--- config.mk ---
export PLATFORM = sky130hd
export DESIGN_NAME = i2c_bit_engine
export DESIGN_NICKNAME = d
export VERILOG_FILES = /design/src/rtl/i2c_pkg.sv /design/src/rtl/i2c_sync.sv /design/src/rtl/i2c_bit_engine.sv
export SDC_FILE = /design/constraint.sdc
export NUM_CORES = 1
export LEC_CHECK = 0
export BUFFER_PORTS_ARGS = -buffer_cell sky130_fd_sc_hd__buf_4
export CORE_MARGIN = 2
export CORE_UTILIZATION = 40
export CTS_CLUSTER_DIAMETER = 200
export CTS_CLUSTER_SIZE = 28
export DETAILED_ROUTE_END_ITERATION = 8
export PLACE_DENSITY = 0.67
export SYNTH_ARGS = -nofsm -noshare
export SYNTH_HDL_FRONTEND = slang
export SYNTH_HIERARCHICAL = 1
export SYNTH_SLANG_ARGS = --single-unit
export TNS_END_PERCENT = 30
--- constraint.sdc ---
create_clock -name clk -period 2.2 [get_ports clk]
set_input_delay 0.33 -clock clk [delete_from_list [all_inputs] [get_ports clk]]
set_output_delay 0.33 -clock clk [all_outputs]
set_load 0.02 [all_outputs]
--- src/rtl/i2c_pkg.sv ---
// i2c_pkg: types shared between the I2C byte/command controller and the
// bit engine.
//   bit_cmd_t   - bit-level command codes as carried on cmd_code
//   phase_t     - bit engine state (idle plus four quarter-bit phases)
//   line_lvl_t  - released(1)/pulled-low(0) level pair for SCL and SDA
//   phase_levels() - line levels a command calls for in a given phase
package i2c_pkg;

    typedef enum logic [1:0] {
        BC_START = 2'b00,
        BC_STOP  = 2'b01,
        BC_WRITE = 2'b10,
        BC_READ  = 2'b11
    } bit_cmd_t;

    typedef enum logic [2:0] {
        ST_IDLE,
        ST_PH0,
        ST_PH1,
        ST_PH2,
        ST_PH3
    } phase_t;

    typedef struct packed {
        logic scl;
        logic sda;
    } line_lvl_t;

    // scl_prev is the level SCL was left at, because START keeps SCL where
    // it was during PH0 so a repeated start does not glitch the clock.
    function automatic line_lvl_t phase_levels(input bit_cmd_t cmd,
                                               input phase_t   ph,
                                               input logic     din,
                                               input logic     scl_prev);
        line_lvl_t lvl;
        lvl.scl = 1'b1;
        lvl.sda = 1'b1;
        case (cmd)
            BC_START: begin
                lvl.scl = (ph == ST_PH0) ? scl_prev : (ph != ST_PH3);
                lvl.sda = (ph == ST_PH0) || (ph == ST_PH1);
            end
            BC_STOP: begin
                lvl.scl = (ph != ST_PH0);
                lvl.sda = (ph == ST_PH3);
            end
            BC_WRITE: begin
                lvl.scl = (ph == ST_PH1) || (ph == ST_PH2);
                lvl.sda = din;
            end
            default: begin
                lvl.scl = (ph == ST_PH1) || (ph == ST_PH2);
                lvl.sda = 1'b1;
            end
        endcase
        return lvl;
    endfunction

endpackage

--- src/rtl/i2c_sync.sv ---
// i2c_sync: two-flop synchronizer for an open-drain pad level.
// Resets to 1 (released bus) so the engine sees an idle bus out of reset.
//   clk, rst_n - system clock, async active-low reset
//   d          - asynchronous pad level
//   q          - synchronized level
module i2c_sync (
    input  logic clk,
    input  logic rst_n,
    input  logic d,
    output logic q
);

    logic meta_q;
    logic sync_q;

    always_ff @(posedge clk or negedge rst_n) begin
        if (!rst_n) begin
            meta_q <= 1'b1;
            sync_q <= 1'b1;
        end else begin
            meta_q <= d;
            sync_q <= meta_q;
        end
    end

    assign q = sync_q;

endmodule

--- src/rtl/i2c_bit_engine.sv ---
// i2c_bit_engine: bit-level I2C PHY. Takes one START/STOP/WRITE/READ bit
// command per handshake and produces four-phase open-drain SCL/SDA timing,
// honours slave clock stretching, samples SDA and flags lost arbitration.
//   cmd_valid/cmd_ready/cmd_code/cmd_din - bit command handshake
//   rsp_valid/rsp_bit/rsp_arb_lost        - completion pulse and result
//   scl_oe/sda_oe                         - 1 pulls the line low
//   scl_i/sda_i                           - raw pad levels (asynchronous)
//
// state | meaning
// IDLE  | waiting for a command; line enables hold their last value
// PH0   | first quarter: set up SDA with SCL (normally) low
// PH1   | second quarter: release SCL; stalls while SCL is seen low
// PH2   | third quarter: SCL high; SDA sampled on its last cycle
// PH3   | fourth quarter: SCL low again (START/STOP: final levels)
module i2c_bit_engine
    import i2c_pkg::*;
#(
    parameter int QTR_CYCLES = 25
) (
    input  logic       clk,
    input  logic       rst_n,
    input  logic       cmd_valid,
    output logic       cmd_ready,
    input  logic [1:0] cmd_code,
    input  logic       cmd_din,
    output logic       rsp_valid,
    output logic       rsp_bit,
    output logic       rsp_arb_lost,
    output logic       scl_oe,
    output logic       sda_oe,
    input  logic       scl_i,
    input  logic       sda_i
);

    localparam int CNT_W = (QTR_CYCLES > 1) ? $clog2(QTR_CYCLES) : 1;
    localparam logic [CNT_W-1:0] CNT_LAST = CNT_W'(QTR_CYCLES - 1);

    phase_t           state_q, state_d;
    logic [CNT_W-1:0] cnt_q, cnt_d;
    bit_cmd_t         cmd_q, cmd_d;
    logic             din_q, din_d;
    logic             samp_q, samp_d;
    logic             scl_oe_q, scl_oe_d;
    logic             sda_oe_q, sda_oe_d;
    logic             rsp_valid_q, rsp_valid_d;
    logic             rsp_bit_q, rsp_bit_d;
    logic             rsp_arb_q, rsp_arb_d;

    logic             scl_s, sda_s;
    logic             last_cnt;
    logic             arb_hit;
    line_lvl_t        lvl;

    i2c_sync u_sync_scl (
        .clk   (clk),
        .rst_n (rst_n),
        .d     (scl_i),
        .q     (scl_s)
    );

    i2c_sync u_sync_sda (
        .clk   (clk),
        .rst_n (rst_n),
        .d     (sda_i),
        .q     (sda_s)
    );

    always_comb begin
        state_d     = state_q;
        cnt_d       = cnt_q;
        cmd_d       = cmd_q;
        din_d       = din_q;
        samp_d      = samp_q;
        scl_oe_d    = scl_oe_q;
        sda_oe_d    = sda_oe_q;
        rsp_valid_d = 1'b0;
        rsp_bit_d   = rsp_bit_q;
        rsp_arb_d   = rsp_arb_q;
        last_cnt    = (cnt_q == CNT_LAST);
        arb_hit     = 1'b0;
        lvl         = '{scl: 1'b1, sda: 1'b1};

        unique case (state_q)
            ST_IDLE: begin
                if (cmd_valid) begin
                    cmd_d   = bit_cmd_t'(cmd_code);
                    din_d   = cmd_din;
                    cnt_d   = '0;
                    state_d = ST_PH0;
                end
            end
            ST_PH0, ST_PH1, ST_PH2, ST_PH3: begin
                // Holding the count at zero covers both a stretching slave
                // and the synchronizer delay after we release SCL.
                if ((state_q == ST_PH1) && !scl_s) begin
                    cnt_d = '0;
                end else if (!last_cnt) begin
                    cnt_d = cnt_q + 1'b1;
                end else begin
                    cnt_d = '0;
                    case (state_q)
                        ST_PH0: state_d = ST_PH1;
                        ST_PH1: state_d = ST_PH2;
                        ST_PH2: begin
                            samp_d = sda_s;
                            // We released SDA for a 1 but somebody holds it low.
                            if ((cmd_q == BC_WRITE) && din_q && !sda_s) begin
                                arb_hit     = 1'b1;
                                state_d     = ST_IDLE;
                                rsp_valid_d = 1'b1;
                                rsp_arb_d   = 1'b1;
                                rsp_bit_d   = sda_s;
                            end else begin
                                state_d = ST_PH3;
                            end
                        end
                        default: begin
                            state_d     = ST_IDLE;
                            rsp_valid_d = 1'b1;
                            rsp_arb_d   = 1'b0;
                            rsp_bit_d   = ((cmd_q == BC_WRITE) || (cmd_q == BC_READ))
                                          ? samp_q : 1'b0;
                        end
                    endcase
                end
            end
            default: state_d = ST_IDLE;
        endcase

        // Enables are computed for the coming phase so they stay flat within it.
        if (state_d != ST_IDLE) begin
            lvl      = phase_levels(cmd_d, state_d, din_d, ~scl_oe_q);
            scl_oe_d = ~lvl.scl;
            sda_oe_d = ~lvl.sda;
        end
        if (arb_hit) begin
            scl_oe_d = 1'b0;
            sda_oe_d = 1'b0;
        end
    end

    always_ff @(posedge clk or negedge rst_n) begin
        if (!rst_n) begin
            state_q     <= ST_IDLE;
            cnt_q       <= '0;
            cmd_q       <= BC_START;
            din_q       <= 1'b0;
            samp_q      <= 1'b0;
            scl_oe_q    <= 1'b0;
            sda_oe_q    <= 1'b0;
            rsp_valid_q <= 1'b0;
            rsp_bit_q   <= 1'b0;
            rsp_arb_q   <= 1'b0;
        end else begin
            state_q     <= state_d;
            cnt_q       <= cnt_d;
            cmd_q       <= cmd_d;
            din_q       <= din_d;
            samp_q      <= samp_d;
            scl_oe_q    <= scl_oe_d;
            sda_oe_q    <= sda_oe_d;
            rsp_valid_q <= rsp_valid_d;
            rsp_bit_q   <= rsp_bit_d;
            rsp_arb_q   <= rsp_arb_d;
        end
    end

    assign cmd_ready    = (state_q == ST_IDLE);
    assign rsp_valid    = rsp_valid_q;
    assign rsp_bit      = rsp_bit_q;
    assign rsp_arb_lost = rsp_arb_q;
    assign scl_oe       = scl_oe_q;
    assign sda_oe       = sda_oe_q;

endmodule

Yosys cells after proc, flatten, opt, wreduce, memory -nomap -nowiden
Index checks and enable logic that the tools add are counted.
{ "classes": {"reduce_logical": 18, "n_mux": 35, "bitwise_logic": 5, "eq_ne": 17, "add_sub_neg": 1} }
{ "op_table": {"columns": ["op", "n"], "rows": [
  ["2-to-1 mux 1 bit", 18],
  ["2-to-1 mux 5 bit", 3],
  ["equality test 3 x 2 -> 1 bit, second input constant", 4],
  ["2-to-1 mux 3 bit", 4],
  ["one-hot mux 5 bit (2 select lines)", 1],
  ["one-hot mux 3 bit (3 select lines)", 1],
  ["equality test 2 bit, second input constant", 3],
  ["equality test 3 x 1 -> 1 bit, second input constant", 2],
  ["equality test 3 bit, second input constant", 2],
  ["2-to-1 mux 2 bit", 3],
  ["one-hot mux 1 bit (2 select lines)", 3],
  ["one-hot mux 2 bit (3 select lines)", 1],
  ["one-hot mux 3 bit (2 select lines)", 1],
  ["adder 5 x 1 -> 5 bit, second input constant", 1],
  ["equality test 5 bit, second input constant", 1],
  ["NOT 1 bit", 5],
  ["AND reduction 5 bit", 1],
  ["inequality test 2 bit, second input constant", 2],
  ["AND reduction 4 bit", 1],
  ["nonzero test 2 bit", 2],
  ["OR reduction 4 bit", 1],
  ["logical AND 1 bit", 3],
  ["zero test 3 bit", 1],
  ["logical OR 1 bit", 3],
  ["8 further kinds", 9]
]} }
{ "totals": {"regBits": 21, "inputBits": 8, "word_cells": 90, "output_inout_bits": 6} }

Logic depth before layout (Yosys ltp)
Gate-level depths: netlist (run 1).
{ "depth": {"ltp_word": 15, "depth_mapped": 8, "mapped_depth_nobuf": 7} }

Hierarchy
Netlist (run 1), hierarchy kept.
{ "modules_own_cells": {"columns": ["mod", "seq_area_each_um2", "instances", "area_per_inst_um2", "cells_each"], "rows": [
  ["i2c_bit_engine", 425.4, 1, 1041.0, 113],
  ["i2c_sync", 52.6, 2, 52.6, 2]
]} }

Worst setup path before layout (run 1)
Ideal clock, no wire load.
{ "synth_timing": {"kind": "register to register", "from": "register state_q[1]", "to": "register scl_oe_q, in the netlist scl_oe", "n_path_buf": 0, "path_stages_with_launch": 6, "arrival_time_ns": 1.656, "t_required_ns": 2.079, "path_slack_ns": 0.423, "setup_time_ns": 0.121, "synth_period_minus_slack_ns": 1.777, "path_cell_list": "dfrtp_1 nor4b_4 mux2_4 o2111ai_1 o2111ai_1 and4bb_1"} }
{ "synth_between": {"elab_cells_between_ends": 34, "cone_classes": "11 x eq/ne; 15 x mux; 1 x bitwise; 7 x reduce/logical"} }
{ "synth_rtl": {"columns": ["element", "line", "text"], "rows": [
  ["from (decl)", "i2c_bit_engine.sv:38", "phase_t state_q, state_d;"],
  ["from (signal assigned)", "i2c_bit_engine.sv:155", "state_q <= state_d;"],
  ["zero test 3 bit *", "i2c_bit_engine.sv:83", "unique case (state_q)"],
  ["2-to-1 mux 2 bit *", "i2c_bit_engine.sv:83", null],
  ["via cmd_d[0]", "i2c_bit_engine.sv:40", "bit_cmd_t cmd_q, cmd_d;"],
  ["equality test 2 bit, or another cell as far along", "i2c_pkg.sv:38", "case (cmd)"],
  ["one-hot mux 2 bit (3 select lines) *", "i2c_pkg.sv:38", null],
  ["2-to-1 mux 2 bit *", "i2c_bit_engine.sv:131", "if (state_d != ST_IDLE) begin"],
  ["NOT 1 bit *", "i2c_bit_engine.sv:133", "scl_oe_d = ~lvl.scl;"],
  ["2-to-1 mux 1 bit *", "i2c_bit_engine.sv:131", null],
  ["2-to-1 mux 1 bit *", "i2c_bit_engine.sv:136", "if (arb_hit) begin"],
  ["to (signal assigned)", "i2c_bit_engine.sv:160", "scl_oe_q <= scl_oe_d;"],
  ["to (decl)", "i2c_bit_engine.sv:43", "logic scl_oe_q, scl_oe_d;"]
]} }
Mark *: on every way through the listed nets, which the timed path passes. The rest lies on a longest branch. The select of a mux whose other input is x is not followed.
A chain may end at the register's enable or synchronous reset.

Final worst setup path (run 1)
{ "layout_timing": {"from": "register cnt_q[0]", "to": "register scl_oe_q, in the netlist scl_oe"} }
{ "layout_between": {"elab_chain_cells": 11, "elab_cells_between_ends": 21, "cone_classes": "6 x eq/ne; 11 x mux; 1 x bitwise; 3 x reduce/logical"} }
{ "layout_lines": {"columns": ["element", "line", "text"], "rows": [
  ["from (decl)", "i2c_bit_engine.sv:39", "logic [CNT_W-1:0] cnt_q, cnt_d;"],
  ["from (signal assigned)", "i2c_bit_engine.sv:156", "cnt_q <= cnt_d;"],
  ["equality test 5 bit *", "i2c_bit_engine.sv:79", "last_cnt = (cnt_q == CNT_LAST);"],
  ["2-to-1 mux 3 bit", "i2c_bit_engine.sv:97", "end else if (!last_cnt) begin"],
  ["2-to-1 mux 3 bit", "i2c_bit_engine.sv:95", "if ((state_q == ST_PH1) && !scl_s) begin"],
  ["one-hot mux 3 bit (2 select lines)", "i2c_bit_engine.sv:83", null],
  ["inequality test 3 bit, or another cell as far along", "i2c_pkg.sv:40", "lvl.scl = (ph == ST_PH0) ? scl_prev : (ph != ST_PH3);"],
  ["2-to-1 mux 1 bit or logical OR 1 bit (tied branches)", "i2c_pkg.sv:40, i2c_pkg.sv:48, i2c_pkg.sv:52", null],
  ["one-hot mux 2 bit (3 select lines)", "i2c_pkg.sv:38", null],
  ["2-to-1 mux 2 bit", "i2c_bit_engine.sv:131", null],
  ["NOT 1 bit", "i2c_bit_engine.sv:133", null],
  ["2-to-1 mux 1 bit", "i2c_bit_engine.sv:131", null],
  ["2-to-1 mux 1 bit", "i2c_bit_engine.sv:136", null]
]} }
Every way passes the cells marked *; elsewhere a longest branch is shown, timed or not. The select of a mux whose other input is x is not followed.

==> run_results.csv, run 1 <==
group,metric,value,unit
outcome,status,"finished, final reports clean",
floorplanning,initial_core_util,41.9,%
timing,final_hold_viol_count,0,
clock_network,clock_latency,0.31,ns
worst_setup_path,cp-start-kind,"register",
synth,yosysTopAreaCellShare,37.1,%
floorplanning,placementRows,19,
timing,clock_skew,0.00558,ns
timing,rsz0062_at_grt,"false",
synth,synth_edf_count,0,
clock_network,clock-root-buffer,"clkbuf_4",
pwr,p_leak,0.618,nW
synth,ys_top_cells_by_area,"dfrtp_1 (37%), dfstp_2 (9.2%), inv_1 (3.9%), mux2_2 (3.9%), nand2_1 (3.3%)",
synth,yosysTopAreaCell,"dfrtp_1",
timing,tightest_slew,0.447,ns
detailed_routing,firstDrtPassIters,4,
floorplanning,die_height,57.5,um
detailed_routing,drc_errors,0,
clock_network,htreeDepth,1,
detailed_routing,vias,925,
pwr,power-per-cell-area,1110,mW/mm2
clock_network,clockBufferDepth,2,
global_routing,antenna_found_initial,0,
floorplanning,die_w,57.5,um
global_routing,grt_overflow,0,
detailed_routing,routedWlPerCell,13.3,um
timing,holdWs,0.112,ns
detailed_routing,viasPerCell,5.54,
timing,min_period_over_period,89.4,%
detailed_routing,ant_nets,0,
floorplanning,die_area,0.00331,mm2
clock_network,cts_setup_buffers,0,
global_routing,grt.total_usage,14.9,%
cells_and_area,area_growth,16.7,%
synth,syn_nets,127,
floorplanning,ios,14,
timing,setup_viol,0,
clock_network,tritoncts,"built",
timing,final.setup.tns,0,ns
clock_network,cts_resized,0,
synth,synth.most_common_cell,"dfrtp_1",
synth,netlist-cell-type-count,42,
pwr,vdd_drop_max,0.694,mV
placed_design,gp_congestion,0.856,
hold_path,hp-class,"in2reg",
pwr,finalPower,1.49,mW
detailed_routing,wl,2.23,mm
synth,avgSynthCellArea,9.80,um2
synth,synth_seq_cells,21,
placed_design,place_area,0.00130,mm2
timing,finalWorstPathRequiredPeriod,1.97,ns
synth,synthArstFlopShare,100,%
synth,ys.flop_type,"dfrtp_1",
cells_and_area,fin_cells,167,
cells_and_area,drive_gt1_share,23.5,%
timing,slew_violations,0,
timing,fmax,0.508,GHz
detailed_routing,drt_iter0_markers,28,
synth,synthCells,117,
worst_setup_path,crit_fanout,10,
cells_and_area,antenna_cells,0,
synth,synth_warnings,6,
synth,synth_area,0.00115,mm2
clock_network,cts_made_buffers,3,
global_routing,grt_pass1_vias,869,
worst_setup_path,crit_required,2.41,ns
worst_setup_path,worstSetupPathType,"reg2reg",
cells_and_area,design_area,0.00134,mm2
timing,maxSlewHeadroom,70.2,%
floorplanning,core-area,0.00273,mm2
placed_design,dp_hpwl,1.65,mm
global_routing,grt_start_max_net_pins,22,
cells_and_area,nNetsFinal,147,
worst_setup_path,endpoint_kind,"register",
clock_network,cts_sinks,21,
flow_run,maxCapViolCount,0,
synth,ys_seq_area_share,46.3,%
placed_design,io_buffers,13,
clock_network,cts.clk_slew.worst_paths,0.12,ns
synth,synth_commonest_cells,"dfrtp_1 (17), inv_1 (12), nand2_1 (10)",
cells_and_area,n_fill_cell,246,
global_routing,grt_pass1_wl,3.84,mm
worst_setup_path,arrival,2.18,ns
placed_design,dp_cells,162,
## cell type report
cell class / instances / area, um2 / share of cell area [%]
Sequential cell: 21 / 531 / 39.7
Tap cell: 31 / 38.8 / 2.90
Timing Repair Buffer: 19 / 145 / 10.9
Inverter: 12 / 45.0 / 3.37
Multi-Input combinational cell: 80 / 552 / 41.3
Clock buffer: 4 / 26.3 / 1.96
## critical path, cell delays in order (launching register included)
cell,delay [ns]
dfrtp_1,0.41
inv_1,0.09
ha_1,0.17
and4b_1,0.41
a31oi_1,0.16
mux2i_1,0.24
and3_1,0.19
and4bb_1,0.21
## registers in the layout, summed over array words and instances, names as in the netlist
register,cells
din_q,1
rsp_arb_lost,1
u_sync_sda/meta_q,1
cnt_q,5
u_sync_scl/q,1
u_sync_sda/q,1
sda_oe,1
scl_oe,1
rsp_bit,1
u_sync_scl/meta_q,1
samp_q,1
state_q,3
rsp_valid,1
cmd_q,2
## layout by cell type (no fill, tap or decap), types with 2 or more instances in the layout
cell,count
nand3_1,3
mux2_2,4
nor2_1,8
dfstp_2,4
nor3_1,4
o21ai_1,3
o2111ai_1,2
buf_4,18
a31oi_1,3
clkbuf_4,3
ha_1,2
inv_1,12
o21ai_0,4
mux2i_1,3
a21oi_1,7
nand2_1,10
nand2b_1,2
dfrtp_1,17
a22o_1,2
## what timing repair did
item,in CTS,in global routing
hold endpoints to repair,17,0
endpoints found under the setup margin,0,0
hold buffers,1,0
## final timing paths
path / startpoint / end / slack, ns / cells after the start
max in group asynchronous: rst_n / u_sync_sda/q / 1.50 / 2
worst min register to register: u_sync_scl/meta_q / u_sync_scl/q / 0.36 / 0
worst max-delay path: cnt_q[0] / scl_oe / 0.23 / 7
worst max register to register: cnt_q[0] / scl_oe / 0.23 / 7
worst min-delay path: sda_i / u_sync_sda/meta_q / 0.11 / 1
min in group asynchronous: rst_n / cmd_q[1] / 0.43 / 2
## report_power, final
group,internal [mW],switching (mW),leakage [nW]
sequential,0.499,0.104,0.254
clock,0.0708,0.120,0.0150
combinational,0.344,0.354,0.349
total,0.914,0.577,0.618
## kinds of logic (layout without fill, tap and decap cells)
kind of cell	count (synthesis)	after routing	synth area share, %
AOI/OAI and AO/OA	30	30	17.0
buffers and inverters	16	35	5.57
and+or+nand+nor	40	40	21.1
DFF	21	21	46.3
muxes	8	8	7.86
adders and majority gates	2	2	2.18
## per-layer routing
layer	track usage, %	share of wire (%)
met5	0	0
met4	4.65	0.94
met3	4.08	4.9
met2	24.0	48
met1	19.5	46
## stage by stage
step / util, % / setup slack, ns
global route: 48.9 / 0.107
global placement: 47.6 / 0.333
floorplan: - / 0.423
CTS: 48.9 / 0.227
detailed placement: 47.6 / 0.240
finish: 48.9 / 0.233
(Power assumes the default switching activity.)
==> inputs of run 2 (changes only) <==
CELL_PAD_IN_SITES_DETAIL_PLACEMENT = 0   (was default)
CELL_PAD_IN_SITES_GLOBAL_PLACEMENT = 1   (was default)
PLACE_DENSITY = 0.81   (was 0.67)
==> run_results.csv, run 2 (synthesis gave the netlist of run 1 again) <==
group,metric,value,unit
worst_setup_path,cp-start-kind,"register",
detailed_routing,viasPerCell,5.51,
clock_network,cts_sinks,21,
global_routing,grt.total_usage,15.4,%
floorplanning,ios,14,
worst_setup_path,slowest_delay,0.41,ns
timing,clock_skew,0.00458,ns
timing,fmax,0.507,GHz
pwr,p_switching,569,uW
floorplanning,initial_core_util,41.9,%
cells_and_area,nNetsFinal,147,
worst_setup_path,r2r_end,"scl_oe",
pwr,pwr-share-seq,41.2,%
floorplanning,die_height,57.5,um
hold_path,hp-class,"in2reg",
clock_network,clock_latency,0.30,ns
floorplanning,die_w,57.5,um
detailed_routing,routedWlPerCell,13.1,um
placed_design,place_area,0.00130,mm2
cells_and_area,top_register,"cnt_q",
worst_setup_path,crit_fanout,10,
pwr,power_frac_comb,46.3,%
worst_setup_path,rr_worst_depth,7,
floorplanning,placementRows,19,
pwr,vdd_drop_max,0.681,mV
clock_network,cts.clk_slew.worst_paths,0.11,ns
clock_network,clockBufferDepth,2,
timing,maxSlewHeadroom,72.6,%
cells_and_area,design_area,0.00134,mm2
cells_and_area,reg.largest.list,"cnt_q (5), state_q (3), cmd_q (2)",
detailed_routing,wl,2.19,mm
worst_setup_path,cp_slowest_cell,"dfrtp_1",
detailed_routing,drc_errors,0,
clock_network,htreeDepth,1,
placed_design,io_buffers,13,
detailed_routing,drt_iter0_markers,18,
worst_setup_path,endpoint_kind,"register",
flow_run,maxCapViolCount,0,
timing,final.setup.tns,0,ns
cells_and_area,antenna_cells,0,
hold_path,hold_end,"u_sync_sda/meta_q",
detailed_routing,firstDrtPassIters,4,
pwr,switching_share,38.4,%
global_routing,grt_pass1_vias,900,
worst_setup_path,r2r_slack,0.23,ns
timing,min_period_over_period,89.6,%
cells_and_area,largest_reg_flops,5,
pwr,p_leak,0.618,nW
global_routing,antenna_found_initial,0,
global_routing,grt_start_max_net_pins,22,
cells_and_area,area_growth,16.7,%
worst_setup_path,worstPathCellList,"inv_1, ha_1, and4b_1, a31oi_1, mux2i_1, and3_1, and4bb_1",
timing,slew_violations,0,
clock_network,cts_made_buffers,3,
timing,rsz0062_at_grt,"false",
cells_and_area,final_cell_mix,"buf_4 (18), dfrtp_1 (17), inv_1 (12)",
placed_design,dp_hpwl,1.66,mm
pwr,internal_power,913,uW
detailed_routing,ant_nets,0,
worst_setup_path,worstSetupPathType,"reg2reg",
pwr,clkPwrFrac,12.5,%
timing,tightest_slew,0.411,ns
floorplanning,core-area,0.00273,mm2
global_routing,grt_pass1_wl,3.95,mm
hold_path,min-delay-start,"sda_i",
timing,setup_viol,0,
worst_setup_path,crit_required,2.40,ns
cells_and_area,final_common_cell,"buf_4",
detailed_routing,vias,921,
timing,final_hold_viol_count,0,
worst_setup_path,worstReg2RegStart,"cnt_q[0]",
hold_path,holdPathStages,1,
pwr,power-per-cell-area,1110,mW/mm2
clock_network,tritoncts,"built",
outcome,status,"finished, final reports clean",
global_routing,grt_overflow,0,
worst_setup_path,arrival,2.17,ns
timing,finalWorstPathRequiredPeriod,1.97,ns
cells_and_area,fin_util,48.9,%
cells_and_area,drive_gt1_share,23.5,%
floorplanning,die_area,0.00331,mm2
clock_network,clock-root-buffer,"clkbuf_4",
placed_design,gp_congestion,0.727,
-- run 2: cell counts in the layout (fill, tap and decap cells not counted) --
Identical to the previous run, type by type.
-- run 2: final cells by class --
cell class                 count  area, um2
sequential                    21        531
timing repair buffer          19        145
multi-input combinational     80        552
inverter                      12       45.0
fill                         259       1400
clock buffer                   4       26.3
tap                           31       38.8
-- run 2: worst max-delay path by stage --
| stage | startpoint | endpoint | slack (ns) | cells past startpoint |
|---|---|---|---|---|
| 6_report | cnt_q[0] | scl_oe | 0.23 | 7 |
| 5_1_grt | cnt_q[0] | scl_oe | 0.09 | 7 |
| 4_1_cts | cnt_q[0] | scl_oe | 0.24 | 7 |
| 3_5_place_dp | cnt_q[0] | scl_oe | 0.26 | 7 |
| 3_3_place_gp | cnt_q[0] | scl_oe | 0.34 | 7 |
| 2_1_floorplan | state_q[1] | scl_oe | 0.42 | 5 |
-- run 2: stage by stage --
step	power [mW]	hold slack, ns	setup WS [ns]	cells
floorplan	1.09	0.0344	0.423	117
global placement	1.29	0.230	0.339	162
detailed placement	1.31	0.231	0.261	162
CTS	1.50	0.111	0.245	167
global route	1.62	0.101	0.0900	167
finish	1.48	0.120	0.228	167
-- run 2: per-layer routing --
layer | vias up | wire length (um) | global-route usage, %
met3 | 5 | 86 | 2.04
met2 | 19 | 1040 | 25.6
met5 | - | 0 | 0
met1 | 433 | 1020 | 19.8
met4 | 0 | 41 | 6.98
li1 | 464 | - | -
-- run 2: worst max-delay path, delay by kind of cell (launching register included) --
| kind | cells | cell delay, ns |
|---|---|---|
| adder cells (fa/ha/maj) | 1 | 0.17 |
| buffers and inverters | 1 | 0.09 |
| AND/OR/NAND/NOR | 3 | 0.78 |
| flip-flops | 1 | 0.41 |
| AO/OA/AOI/OAI | 1 | 0.15 |
| multiplexers | 1 | 0.27 |
-- run 2: what timing repair did --
action	in CTS	in global routing
hold endpoints to repair	17	0
endpoints found under the setup margin	0	0
buffers inserted	0	0
hold buffers	1	0
resized for setup	0	0
-- run 2: power groups by stage --
stage | logic [mW] | clock network (mW) | registers [mW]
2_1_floorplan | 0.483 | 0 | 0.608
3_3_place_gp | 0.674 | 0 | 0.612
3_5_place_dp | 0.691 | 0 | 0.615
4_1_cts | 0.696 | 0.194 | 0.609
5_1_grt | 0.778 | 0.208 | 0.632
6_report | 0.686 | 0.185 | 0.611
